### src/rtl/aes_pkg.sv
// Shared AES constants: FIPS-197 S-box, state-block geometry, SubBytes FSM states.
package aes_pkg;

  localparam int unsigned AES_NUM_BYTES = 16;
  localparam int unsigned AES_BYTE_W    = 8;

  typedef enum logic [1:0] {
    ST_IDLE  = 2'd0,
    ST_RUN   = 2'd1,
    ST_DRAIN = 2'd2,
    ST_DONE  = 2'd3
  } sb_state_e;

  localparam logic [7:0] AES_SBOX [256] = '{
    8'h63, 8'h7c, 8'h77, 8'h7b, 8'hf2, 8'h6b, 8'h6f, 8'hc5, 8'h30, 8'h01, 8'h67, 8'h2b, 8'hfe, 8'hd7, 8'hab, 8'h76,
    8'hca, 8'h82, 8'hc9, 8'h7d, 8'hfa, 8'h59, 8'h47, 8'hf0, 8'had, 8'hd4, 8'ha2, 8'haf, 8'h9c, 8'ha4, 8'h72, 8'hc0,
    8'hb7, 8'hfd, 8'h93, 8'h26, 8'h36, 8'h3f, 8'hf7, 8'hcc, 8'h34, 8'ha5, 8'he5, 8'hf1, 8'h71, 8'hd8, 8'h31, 8'h15,
    8'h04, 8'hc7, 8'h23, 8'hc3, 8'h18, 8'h96, 8'h05, 8'h9a, 8'h07, 8'h12, 8'h80, 8'he2, 8'heb, 8'h27, 8'hb2, 8'h75,
    8'h09, 8'h83, 8'h2c, 8'h1a, 8'h1b, 8'h6e, 8'h5a, 8'ha0, 8'h52, 8'h3b, 8'hd6, 8'hb3, 8'h29, 8'he3, 8'h2f, 8'h84,
    8'h53, 8'hd1, 8'h00, 8'hed, 8'h20, 8'hfc, 8'hb1, 8'h5b, 8'h6a, 8'hcb, 8'hbe, 8'h39, 8'h4a, 8'h4c, 8'h58, 8'hcf,
    8'hd0, 8'hef, 8'haa, 8'hfb, 8'h43, 8'h4d, 8'h33, 8'h85, 8'h45, 8'hf9, 8'h02, 8'h7f, 8'h50, 8'h3c, 8'h9f, 8'ha8,
    8'h51, 8'ha3, 8'h40, 8'h8f, 8'h92, 8'h9d, 8'h38, 8'hf5, 8'hbc, 8'hb6, 8'hda, 8'h21, 8'h10, 8'hff, 8'hf3, 8'hd2,
    8'hcd, 8'h0c, 8'h13, 8'hec, 8'h5f, 8'h97, 8'h44, 8'h17, 8'hc4, 8'ha7, 8'h7e, 8'h3d, 8'h64, 8'h5d, 8'h19, 8'h73,
    8'h60, 8'h81, 8'h4f, 8'hdc, 8'h22, 8'h2a, 8'h90, 8'h88, 8'h46, 8'hee, 8'hb8, 8'h14, 8'hde, 8'h5e, 8'h0b, 8'hdb,
    8'he0, 8'h32, 8'h3a, 8'h0a, 8'h49, 8'h06, 8'h24, 8'h5c, 8'hc2, 8'hd3, 8'hac, 8'h62, 8'h91, 8'h95, 8'he4, 8'h79,
    8'he7, 8'hc8, 8'h37, 8'h6d, 8'h8d, 8'hd5, 8'h4e, 8'ha9, 8'h6c, 8'h56, 8'hf4, 8'hea, 8'h65, 8'h7a, 8'hae, 8'h08,
    8'hba, 8'h78, 8'h25, 8'h2e, 8'h1c, 8'ha6, 8'hb4, 8'hc6, 8'he8, 8'hdd, 8'h74, 8'h1f, 8'h4b, 8'hbd, 8'h8b, 8'h8a,
    8'h70, 8'h3e, 8'hb5, 8'h66, 8'h48, 8'h03, 8'hf6, 8'h0e, 8'h61, 8'h35, 8'h57, 8'hb9, 8'h86, 8'hc1, 8'h1d, 8'h9e,
    8'he1, 8'hf8, 8'h98, 8'h11, 8'h69, 8'hd9, 8'h8e, 8'h94, 8'h9b, 8'h1e, 8'h87, 8'he9, 8'hce, 8'h55, 8'h28, 8'hdf,
    8'h8c, 8'ha1, 8'h89, 8'h0d, 8'hbf, 8'he6, 8'h42, 8'h68, 8'h41, 8'h99, 8'h2d, 8'h0f, 8'hb0, 8'h54, 8'hbb, 8'h16
  };

  // Byte 0 is the most significant byte of the 128-bit state.
  function automatic logic [6:0] byte_msb(input logic [3:0] k);
    return 7'd127 - {k, 3'b000};
  endfunction

endpackage

### src/rtl/aes_sbox_lut.sv
// Registered 256x8 AES S-box lookup, one cycle of latency.
module aes_sbox_lut
  import aes_pkg::*;
(
  input  logic       clk,
  input  logic [7:0] addr,
  output logic [7:0] data
);

  always_ff @(posedge clk) begin
    data <= AES_SBOX[addr];
  end

endmodule

### src/rtl/aes_sub_bytes_seq.sv
// AES SubBytes over a 128-bit state: bytes are streamed one per cycle through a
// registered S-box and reassembled into the output block.
module aes_sub_bytes_seq
  import aes_pkg::*;
#(
  parameter int unsigned NUM_BYTES = AES_NUM_BYTES,
  parameter int unsigned BYTE_W    = AES_BYTE_W
)
(
  input  logic                        clk,
  input  logic                        rst_n,
  input  logic                        in_valid,
  output logic                        in_ready,
  input  logic [NUM_BYTES*BYTE_W-1:0] in_state,
  output logic                        out_valid,
  input  logic                        out_ready,
  output logic [NUM_BYTES*BYTE_W-1:0] out_state,
  output logic                        busy
);

  localparam int unsigned STATE_W  = NUM_BYTES * BYTE_W;
  localparam logic [3:0]  LAST_IDX = 4'(NUM_BYTES - 1);

  sb_state_e          state_q, state_d;
  logic [3:0]         issue_cnt_q, issue_cnt_d;
  logic [3:0]         cap_cnt_q;
  logic               cap_vld_q;
  logic [STATE_W-1:0] src_q, src_d;
  logic [STATE_W-1:0] out_state_q, out_state_d;
  logic [BYTE_W-1:0]  lut_addr;
  logic [BYTE_W-1:0]  lut_data;

  assign lut_addr = src_q[byte_msb(issue_cnt_q) -: BYTE_W];

  aes_sbox_lut u_sbox (
    .clk  (clk),
    .addr (lut_addr),
    .data (lut_data)
  );

  always_comb begin
    state_d     = state_q;
    issue_cnt_d = issue_cnt_q;
    src_d       = src_q;
    unique case (state_q)
      ST_IDLE: begin
        if (in_valid) begin
          src_d       = in_state;
          issue_cnt_d = '0;
          state_d     = ST_RUN;
        end
      end
      ST_RUN: begin
        issue_cnt_d = issue_cnt_q + 4'd1;
        if (issue_cnt_q == LAST_IDX) begin
          state_d = ST_DRAIN;
        end
      end
      ST_DRAIN: state_d = ST_DONE;
      ST_DONE: begin
        if (out_ready) begin
          state_d = ST_IDLE;
        end
      end
      default: state_d = ST_IDLE;
    endcase
  end

  // LUT data lags its address by one cycle, so capture follows issue via cap_cnt/cap_vld;
  // the DRAIN cycle is simply the capture of the final issued byte.
  always_comb begin
    out_state_d = out_state_q;
    if (cap_vld_q) begin
      out_state_d[byte_msb(cap_cnt_q) -: BYTE_W] = lut_data;
    end
  end

  always_ff @(posedge clk or negedge rst_n) begin
    if (!rst_n) begin
      state_q     <= ST_IDLE;
      issue_cnt_q <= '0;
      cap_cnt_q   <= '0;
      cap_vld_q   <= 1'b0;
      src_q       <= '0;
      out_state_q <= '0;
    end else begin
      state_q     <= state_d;
      issue_cnt_q <= issue_cnt_d;
      cap_cnt_q   <= issue_cnt_q;
      cap_vld_q   <= (state_q == ST_RUN);
      src_q       <= src_d;
      out_state_q <= out_state_d;
    end
  end

  assign in_ready  = (state_q == ST_IDLE);
  assign out_valid = (state_q == ST_DONE);
  assign busy      = (state_q != ST_IDLE);
  assign out_state = out_state_q;

endmodule
### config.mk
export PLATFORM = sky130hd
export DESIGN_NAME = aes_sub_bytes_seq
export DESIGN_NICKNAME = d
export VERILOG_FILES = /design/src/rtl/aes_pkg.sv /design/src/rtl/aes_sbox_lut.sv /design/src/rtl/aes_sub_bytes_seq.sv
export SDC_FILE = /design/constraint.sdc
export NUM_CORES = 1
export LEC_CHECK = 0
export BUFFER_PORTS_ARGS = -buffer_cell sky130_fd_sc_hd__buf_2
export CAP_MARGIN = 20
export CELL_PAD_IN_SITES_DETAIL_PLACEMENT = 1
export CELL_PAD_IN_SITES_GLOBAL_PLACEMENT = 1
export CORE_ASPECT_RATIO = 0.7
export CORE_MARGIN = 10
export CORE_UTILIZATION = 41
export CTS_CLUSTER_DIAMETER = 30
export CTS_CLUSTER_SIZE = 8
export DETAILED_ROUTE_END_ITERATION = 8
export PLACE_DENSITY_LB_ADDON = 0.1
export SYNTH_ARGS = -nofsm -noshare
export SYNTH_HDL_FRONTEND = slang
export SYNTH_SLANG_ARGS = --single-unit
### constraint.sdc
create_clock -name clk -period 3.8 [get_ports clk]
set_input_delay 0.19 -clock clk [delete_from_list [all_inputs] [get_ports clk]]
set_output_delay 0.19 -clock clk [all_outputs]
set_load 0.01 [all_outputs]
==> results.yml <==
outcome:
  status: "complete, but fails checks"
  violations: "negative setup slack"
sta:
  max_freq_mhz: 261.1
  whs_ns: 0.1023
  rsz0062_at_grt: "true"
  maxSlewHeadroom: 0.2745
  setup-violations-final: 1
  drv_slew: 0
  hold_viol_final: 0
  fin_crit_ns: 3.830
  skew_ns: 0.05934
  period_share: 1.008
  timing.final.ws_setup_ns: -0.03049
  tightest_slew_ns: 1.088
detailed_routing:
  vias: 13726
  wl_per_cell_microns: 31.54
  drt_pass1_iterations: 6
  vias_per_cell: 6.111
  drtIter0Drc: 1352
  drt_wl_total_microns: 70840
  drc_errors: 0
  ant_nets: 0
cells_and_area:
  final_layout_size_suffix_gt1_frac: 0.4603
  area_growth_pct: 39.22
  multi_input_area_sq_um: 7387
  fillCellCount: 3686
  regArea_sq_um: 6847
  final_cell_mix: "dfrtp_1, buf_2, mux2_2"
  layout_commonest_cell: "dfrtp_1"
  nNetsFinal: 1883
  layout.cells.non_filler: 2246
place:
  gp_congestion: 1.031
  dp_hpwl_microns: 45610
  port_buffers: 262
  dp_cells: 2016
setup_path:
  slowest_stage: "mux4_2"
  required_ns: 4.29
  end_kind: "flip-flop"
  worstRegToRegCells: 13
  crit_type: "flip-flop to flip-flop"
  cp-start-kind: "flip-flop"
  timing.rr.end: "u_sbox.data[6]"
  cp_top_family: "buffers and inverters"
  crit_top_cell: "buf_4"
  worst-path-stages: 13
  path_cells: "buf_2 -> buf_4 -> mux4_2 -> o22a_2 -> o21ai_4 -> buf_12 -> buf_4 -> a21boi_1 -> buf_4 -> mux2i_1 -> o2111ai_1 -> and4_1 -> a211oi_2"
  crit_fanout: 18
  cp-startpoint: "issue_cnt_q[0]"
  worst-path-buf-inv: 5
  slowest_delay_ns: 0.62
  endpoint: "u_sbox.data[6]"
  reg2reg_slack_ns: -0.03
  crit_arrival_ns: 4.32
  rr_startpoint: "issue_cnt_q[0]"
global_route:
  grtUsageTotal: 0.3113
  grt-ovfl-total: 0
  grt_pass1_wl_microns: 101900
  antenna_found_initial: 10
  grt_max_degree: 141
  grt_pass1_vias: 14577
floorplanning:
  io_pins: 263
  die_y_microns: 178.5
  die_w_microns: 246.4
  start_util: 0.4202
  coreArea_sq_um: 35020
  dieArea_sq_um: 43990
  fp-row-count: 57
synth:
  synth_nets: 1396
  synth-edff-count: 0
  seq_area_frac_synth: 0.4649
  yosysWarnings: 0
  synth.distinct_cells: 86
  synth_flop_cell: "dfrtp_1"
  syn_inst: 1245
  avgSynthCellArea_sq_um: 11.82
  async_flop_share: 0.9709
  netlist_area_sq_um: 14720
  ys_ff_latch: 275
clock_tree:
  clk_latency_ns: 0.61
  clk_path_buf_depth: 3
  clock_sinks: 275
  cts-root-buf: "clkbuf_16"
  htree_levels: 2
  tritoncts: "yes"
  path_clk_slew_ns: 0.05
  cts_buffers: 52
run:
  cap_violations: 0
min_path:
  hold_path.class: "input pin to flip-flop"
## state kept, by name, summed over array words and instances, names as in the netlist
register     count
out_state      128
src_q          128
u_sbox.data      8
issue_cnt_q      4
cap_cnt_q        4
cap_vld_q        1
state_q          2
## worst min-delay path, cell delays in order
cell and delay (ns):
buf_2 0.10, o21ai_0 0.22, o32a_1 0.15
## routing by layer
layer  share of wire  GRT usage  vias up
met5               0          0        -
met3            0.10    0.09653      146
met4           0.035     0.1078        0
li1                -          -     5716
met1            0.40     0.3939     7070
met2            0.47     0.4973      794
## kinds of logic (layout without fill, tap and decap cells)
logic type | after synthesis | in the layout | synth area share
fa+ha+maj | 19 | 19 | 0.01616
buf+inv | 119 | 638 | 0.04013
simple gates | 216 | 216 | 0.06947
compound gates | 296 | 296 | 0.1453
flops | 275 | 275 | 0.4649
other cells | 0 | 10 | 0
mux | 319 | 319 | 0.2634
xor+xnor | 1 | 1 | 0.0005953
## worst min path at each step
stage               depth (start not counted)  startpoint            end
floorplan                                   0       rst_n   cap_cnt_q[0]
global placement                            1       rst_n   out_state[8]
detailed placement                          1       rst_n  out_state[15]
CTS                                         3   out_ready     state_q[0]
global route                                3   out_ready     state_q[0]
finish                                      3   out_ready     state_q[0]
## area by class of cell
| type | instances | share of cell area |
|---|---|---|
| multi-input combinational | 851 | 0.3606 |
| sequential | 275 | 0.3342 |
| timing repair buffer | 538 | 0.1902 |
| clock buffer | 64 | 0.06767 |
| tap | 472 | 0.02883 |
| clock inverter | 22 | 0.01478 |
| inverter | 14 | 0.002565 |
| antenna | 10 | 0.001221 |
## metrics by stage
step	cell area, sq um	setup TNS [ns]	utilization	worst slack [ns]
3_5_place_dp	17330	0	0.4949	0.03265
6_report	20490	-0.03049	0.5851	-0.03049
3_3_place_gp	17330	-0.02179	0.4949	-0.02179
2_1_floorplan	14720	0	-	0.2471
5_1_grt	20480	-0.3596	0.5850	-0.08402
4_1_cts	20310	0	0.5801	0.05011
## timing repair
action / in CTS / in global routing
pin swaps: 0 / 0
endpoints found under the setup margin: 1 / 8
setup buffers: 0 / 4
gates cloned: 0 / 0
hold endpoints to repair: 266 / 0
resized for setup: 1 / 19
hold buffers: 129 / 0
## cells in the mapped netlist (6+ instances only)
library cell  instances  area, sq um
a211oi_1             19        142.6
a21oi_1              53        265.3
a221oi_1             12        105.1
a22oi_1               6        45.04
a311oi_1             11        96.34
a31oi_1               8        50.05
and3_1                9        56.30
buf_2                34        170.2
buf_4                11        82.58
clkbuf_1             50        187.7
dfrtp_1             267         6681
dfxtp_1               8        160.2
ha_1                 19        237.7
inv_1                11        41.29
mux2_2              260         2928
mux2i_1              27        270.3
mux4_2               28        630.6
nand2_1              61        229.0
nand2b_1             12        75.07
nand3_1              29        145.1
nor2_1               62        232.7
nor3_1               11        55.05
o211ai_1             27        202.7
o21ai_0              45        225.2
o21ai_1               7        35.03
o221ai_1              9        78.83
o22ai_1              11        68.82
o311ai_0              6        52.55
o311ai_1              7        61.31
Power is not shown: default switching activity piles up to over one toggle a cycle in this logic, so the estimate is an artifact.
